[src/rtl/serial_sub_if.sv]
// Operand/result handshake bundle for the bit-serial subtractor.
// The producer drives operands; the block returns one result per operation.
interface serial_sub_if #(
    parameter int WIDTH = 8
);
    logic             in_valid;
    logic             in_ready;
    logic [WIDTH-1:0] a;
    logic [WIDTH-1:0] b;
    logic             borrow_in;
    logic             out_valid;
    logic             out_ready;
    logic [WIDTH-1:0] diff;
    logic             borrow_out;
    logic             overflow;

    modport master (
        output in_valid, a, b, borrow_in, out_ready,
        input  in_ready, out_valid, diff, borrow_out, overflow
    );

    modport slave (
        input  in_valid, a, b, borrow_in, out_ready,
        output in_ready, out_valid, diff, borrow_out, overflow
    );
endinterface

[src/rtl/serial_sub.sv]
// Bit-serial subtractor: computes a - b - borrow_in LSB-first, one bit per clock,
// through a single full-subtract cell and a borrow register.
module serial_sub #(
    parameter int WIDTH = 8
) (
    input logic         clk,
    input logic         rst,
    serial_sub_if.slave bus
);
    localparam int CNT_W = $clog2(WIDTH) + 1;

    typedef enum logic [1:0] {IDLE, RUN, DONE} state_t;

    state_t           state;
    logic [WIDTH-1:0] a_sh;
    logic [WIDTH-1:0] b_sh;
    logic [WIDTH-1:0] res;
    logic [CNT_W-1:0] cnt;
    logic             br;
    logic             a_msb;
    logic             b_msb;
    logic             in_ready_q;
    logic             out_valid_q;
    logic [WIDTH-1:0] diff_q;
    logic             borrow_q;
    logic             ovf_q;

    logic             d;
    logic             br_next;
    logic [WIDTH-1:0] res_next;

    always_comb begin
        d        = a_sh[0] ^ b_sh[0] ^ br;
        br_next  = (~a_sh[0] & b_sh[0]) | (~(a_sh[0] ^ b_sh[0]) & br);
        res_next = {d, res[WIDTH-1:1]};
    end

    // Results are published only on the final bit edge, so diff never shows partial sums.
    always_ff @(posedge clk) begin
        if (rst) begin
            state       <= IDLE;
            a_sh        <= '0;
            b_sh        <= '0;
            res         <= '0;
            cnt         <= '0;
            br          <= 1'b0;
            a_msb       <= 1'b0;
            b_msb       <= 1'b0;
            in_ready_q  <= 1'b1;
            out_valid_q <= 1'b0;
            diff_q      <= '0;
            borrow_q    <= 1'b0;
            ovf_q       <= 1'b0;
        end else begin
            case (state)
                IDLE: begin
                    if (bus.in_valid) begin
                        a_sh       <= bus.a;
                        b_sh       <= bus.b;
                        br         <= bus.borrow_in;
                        a_msb      <= bus.a[WIDTH-1];
                        b_msb      <= bus.b[WIDTH-1];
                        cnt        <= '0;
                        in_ready_q <= 1'b0;
                        state      <= RUN;
                    end
                end
                RUN: begin
                    res  <= res_next;
                    a_sh <= a_sh >> 1;
                    b_sh <= b_sh >> 1;
                    br   <= br_next;
                    cnt  <= cnt + 1'b1;
                    if (cnt == CNT_W'(WIDTH - 1)) begin
                        diff_q      <= res_next;
                        borrow_q    <= br_next;
                        ovf_q       <= (a_msb != b_msb) & (d != a_msb);
                        out_valid_q <= 1'b1;
                        state       <= DONE;
                    end
                end
                DONE: begin
                    if (bus.out_ready) begin
                        out_valid_q <= 1'b0;
                        in_ready_q  <= 1'b1;
                        state       <= IDLE;
                    end
                end
                default: begin
                    state       <= IDLE;
                    in_ready_q  <= 1'b1;
                    out_valid_q <= 1'b0;
                end
            endcase
        end
    end

    assign bus.in_ready   = in_ready_q;
    assign bus.out_valid  = out_valid_q;
    assign bus.diff       = diff_q;
    assign bus.borrow_out = borrow_q;
    assign bus.overflow   = ovf_q;
endmodule

[src/flat_wrapper.sv]
// flat-port wrapper written by rule: the top's interface ports become plain ports
module serial_sub_flat 
#(
    parameter int WIDTH = 8
)
  (clk, rst, bus_in_valid, bus_a, bus_b, bus_borrow_in, bus_out_ready, bus_in_ready, bus_out_valid, bus_diff, bus_borrow_out, bus_overflow);
  serial_sub_if #(.WIDTH(WIDTH)) bus_i ();
  input logic clk;
  input logic rst;
  input wire logic [$bits(bus_i.in_valid)-1:0] bus_in_valid;
  input wire logic [$bits(bus_i.a)-1:0] bus_a;
  input wire logic [$bits(bus_i.b)-1:0] bus_b;
  input wire logic [$bits(bus_i.borrow_in)-1:0] bus_borrow_in;
  input wire logic [$bits(bus_i.out_ready)-1:0] bus_out_ready;
  output wire logic [$bits(bus_i.in_ready)-1:0] bus_in_ready;
  output wire logic [$bits(bus_i.out_valid)-1:0] bus_out_valid;
  output wire logic [$bits(bus_i.diff)-1:0] bus_diff;
  output wire logic [$bits(bus_i.borrow_out)-1:0] bus_borrow_out;
  output wire logic [$bits(bus_i.overflow)-1:0] bus_overflow;
  assign bus_i.in_valid = bus_in_valid;
  assign bus_i.a = bus_a;
  assign bus_i.b = bus_b;
  assign bus_i.borrow_in = bus_borrow_in;
  assign bus_i.out_ready = bus_out_ready;
  assign bus_in_ready = bus_i.in_ready;
  assign bus_out_valid = bus_i.out_valid;
  assign bus_diff = bus_i.diff;
  assign bus_borrow_out = bus_i.borrow_out;
  assign bus_overflow = bus_i.overflow;
  serial_sub #(.WIDTH(WIDTH)) u_core (.clk(clk), .rst(rst), .bus(bus_i));
endmodule
[config.mk]
export PLATFORM = sky130hd
export DESIGN_NAME = serial_sub_flat
export DESIGN_NICKNAME = d
export VERILOG_FILES = /design/src/rtl/serial_sub_if.sv /design/src/rtl/serial_sub.sv /design/src/flat_wrapper.sv
export SDC_FILE = /design/constraint.sdc
export NUM_CORES = 1
export LEC_CHECK = 0
export CAP_MARGIN = 20
export CORE_MARGIN = 2
export CORE_UTILIZATION = 60
export DETAILED_ROUTE_END_ITERATION = 8
export DONT_BUFFER_PORTS = 1
export PLACE_DENSITY = 0.76
export SKIP_CTS_REPAIR_TIMING = 1
export SYNTH_ARGS = -nofsm -noshare
export SYNTH_HDL_FRONTEND = slang
export SYNTH_SLANG_ARGS = --single-unit
[constraint.sdc]
create_clock -name clk -period 2.9 [get_ports clk]
set_clock_uncertainty 0.05 [all_clocks]
set_input_delay 0.435 -clock clk [delete_from_list [all_inputs] [get_ports clk]]
set_output_delay 0.435 -clock clk [all_outputs]
set_load 0.01 [all_outputs]
==> flow_summary.yaml <==
floorplanning:
  core_sq_um: 2830
  height_of_the_die_um: 59.1
  number_of_ports_placed_on_the_die_boundary: 33
  placementRows: 19
  dieWidth_um: 59.1
  die_area_sq_um: 3490
  floorplan.initialDensity_pct: 64.3
clocking:
  cts_buffer_depth: 2
  cts_tree: "built"
  cts_inserted_buffers: 5
  cts_num_sinks: 44
  cts_root_buffer: "clkbuf_4"
  clk_pin_slew_ns: 0.12
  cts_max_level: 2
  insertion_delay_ns: 0.35
synthesis:
  syn-cell-area_sq_um: 1820
  synthDistinctLibCells: 30
  ys_top_cells_by_area: "dfxtp_1, a21oi_1, nand2_1"
  ys.warnings.count: 0
  most_instantiated_flip_flop_cell_in_the_synthesis_netlist: "dfxtp_1"
  synthesis.instances: 215
  postSynthAreaPerCell_sq_um: 8.46
  yosys_register_bits: 44
  synth_top_cell_by_area: "dfxtp_1"
  synth_enable_flop_cells: 0
  share_of_synthesized_area_occupied_by_flip_flops_and_latches_pct: 48.4
  synth_async_sr_flop_share_pct: 0
  synthDominantCellAreaShare_pct: 48.4
  postSynthNetCount: 238
placement:
  place_hpwl_um: 2390
  place_inst: 230
  finalWeightedCongestion: 0.755
  port_buffers: 0
finish:
  multi_input_area_sq_um: 838
  flow.area_growth_from_synthesis_pct: 2.06
  drive_above_1_share_pct: 6.76
  stdcell_count: 238
  finish.net_count: 229
  n_antenna_cell: 0
  storage_cell_area_sq_um: 881
  filler_cell_count: 238
grt:
  grt.overflow.total: 0
  first_global_vias: 1340
  grt_antenna_before_repair: 0
  grt_pass1_wl_um: 5840
  track_usage_pct: 22.1
  pin_count_of_the_biggest_net_entering_global_routing: 45
routing:
  routed_via_density: 6.22
  dr.first_iter.drc_count: 61
  count_of_nets_left_with_antenna_violations_after_detail_routing: 0
  initial_drt_pass_iterations: 4
  drc_errors: 0
  wire_length_per_cell_after_detailed_routing_um: 14.8
  num_vias: 1481
  wirelength_um: 3520
pwr:
  powerDensity_nw_per_um2: 607
  maximum_vdd_drop_v: 0.000409
  leakagePower_nw: 0.679
  report.power.total_mw: 1.13
worst_setup_path:
  cp_data_required_time_ns: 3.11
  path_class: "reg -> reg"
  cp-start-kind: "register"
  critical_path.max_fanout: 23
  worst-endpoint-arrival_ns: 2.08
  crit_path_end_kind: "register"
sta:
  setup_viol: 0
  final.min_clock_period_ns: 1.87
  setup_tns_ns: 0
  tightestPinTransition_ns: 0.854
  fin_worst_hold_slack_ns: 0.0774
  hold_violations: 0
  maxSlewHeadroom_pct: 43.0
  max_freq_mhz: 535
  slew_viol_final: 0
  grt_setup_unrepaired: "false"
  min_period_over_period_pct: 64.4
hold_path:
  hp-class: "in -> reg"
status:
  outcome: "complete, no violations"
job:
  max_cap_viol_count: 0
## cell usage in the layout (no fill, tap or decap)
| cell type | Yosys | layout |
|---|---|---|
| clkinvlp_4 | 0 | 1 |
| o211a_1 | 1 | 1 |
| bufinv_16 | 0 | 1 |
| a22oi_1 | 3 | 3 |
| or3_1 | 1 | 1 |
| inv_1 | 3 | 3 |
| o21ai_0 | 10 | 10 |
| dfxtp_1 | 44 | 44 |
| and4b_1 | 1 | 1 |
| a31oi_1 | 1 | 1 |
| nor3b_2 | 1 | 1 |
| a211oi_2 | 2 | 2 |
| o21bai_2 | 1 | 1 |
| nand2_1 | 31 | 31 |
| fa_1 | 1 | 1 |
| nor2b_1 | 1 | 1 |
| nand4b_1 | 1 | 1 |
| nand3_1 | 10 | 10 |
| a21oi_1 | 35 | 35 |
| a211oi_1 | 13 | 13 |
| a221oi_1 | 2 | 2 |
| o21bai_1 | 1 | 1 |
| clkbuf_4 | 0 | 5 |
| and3b_1 | 1 | 1 |
| nand2b_1 | 2 | 2 |
| o21ba_2 | 1 | 1 |
| buf_4 | 5 | 1 |
| mux2i_1 | 4 | 4 |
| nor2_1 | 23 | 23 |
| nor3_1 | 3 | 3 |
| clkinv_2 | 0 | 1 |
| ha_1 | 1 | 1 |
## Yosys cell counts, drive strengths merged (2+ instances only)
master and n:
nand2b 2, o21bai 2, mux2i 4, nand3 10, a22oi 3, dfxtp 44
nor3 3, o21ai 10, clkbuf 7, nor2 23, a211oi 15, a21oi 35
buf 10, a221oi 2, inv 3, nand2 31
## layout make-up
| type | count | share of cell area [%] |
|---|---|---|
| multi-input combinational | 151 | 45.1 |
| timing repair buffer | 1 | 0.404 |
| clock inverter | 3 | 2.29 |
| clock buffer | 5 | 2.02 |
| sequential | 44 | 47.4 |
| tap | 31 | 2.09 |
| inverter | 3 | 0.606 |
## logic make-up (layout without fill, tap and decap cells)
kind of cell             after synthesis  after routing  synth area share, %
AND/OR/NAND/NOR                       75             75                 18.3
buffers and inverters                 20             12                 5.50
flip-flops                            44             44                 48.4
adder cells (fa/ha/maj)                2              2                 1.79
AO/OA/AOI/OAI                         70             70                 23.8
multiplexers                           4              4                 2.20
## state kept, by name (all words and copies together) (netlist names), 2 cells and up
| signal | cells |
|---|---|
| u_core.cnt | 4 |
| u_core.state | 2 |
| u_core.a_sh | 8 |
| u_core.res | 7 |
| u_core.b_sh | 8 |
| u_core.bus.diff | 8 |
## power by group
part           internal, mW  switching, mW  total (mW)
clock                 0.180          0.197       0.376
sequential            0.632         0.0179       0.649
combinational        0.0395         0.0613       0.101
## path summary, 6_finish.rpt
kind                                 startpoint                     to  slack [ns]  cells after the start
worst max register to register  u_core.state[1]         u_core.b_sh[0]        1.03                      3
worst min register to register    u_core.res[1]          u_core.res[1]        0.41                      2
worst max-delay path            u_core.state[1]         u_core.b_sh[0]        1.03                      3
worst min-delay path                        rst  u_core.bus.borrow_out        0.08                      1
## worst max-delay path, cell delays in order (launching register included)
cell	delay, ns
dfxtp_1	0.65
nand2b_1	0.69
nand2_1	0.12
a221oi_1	0.26
## metal layers
layer / GRT usage [%] / vias to the layer above / wire length [um]
li1: - / 731 / -
met1: 25.8 / 706 / 1530
met2: 37.9 / 39 / 1730
met3: 8.08 / 5 / 216
met4: 6.82 / 0 / 42
met5: 0 / - / 0
## per-stage QoR
step	instance area [sq um]	utilization, %	setup WS [ns]
final	1860	65.6	1.03
after global routing	1860	65.6	0.825
after CTS	1860	65.6	1.00
after detailed placement	1780	62.8	1.00
after global placement	1780	62.8	1.16
after floorplan	1820	-	1.46
(Power assumes the default switching activity.)
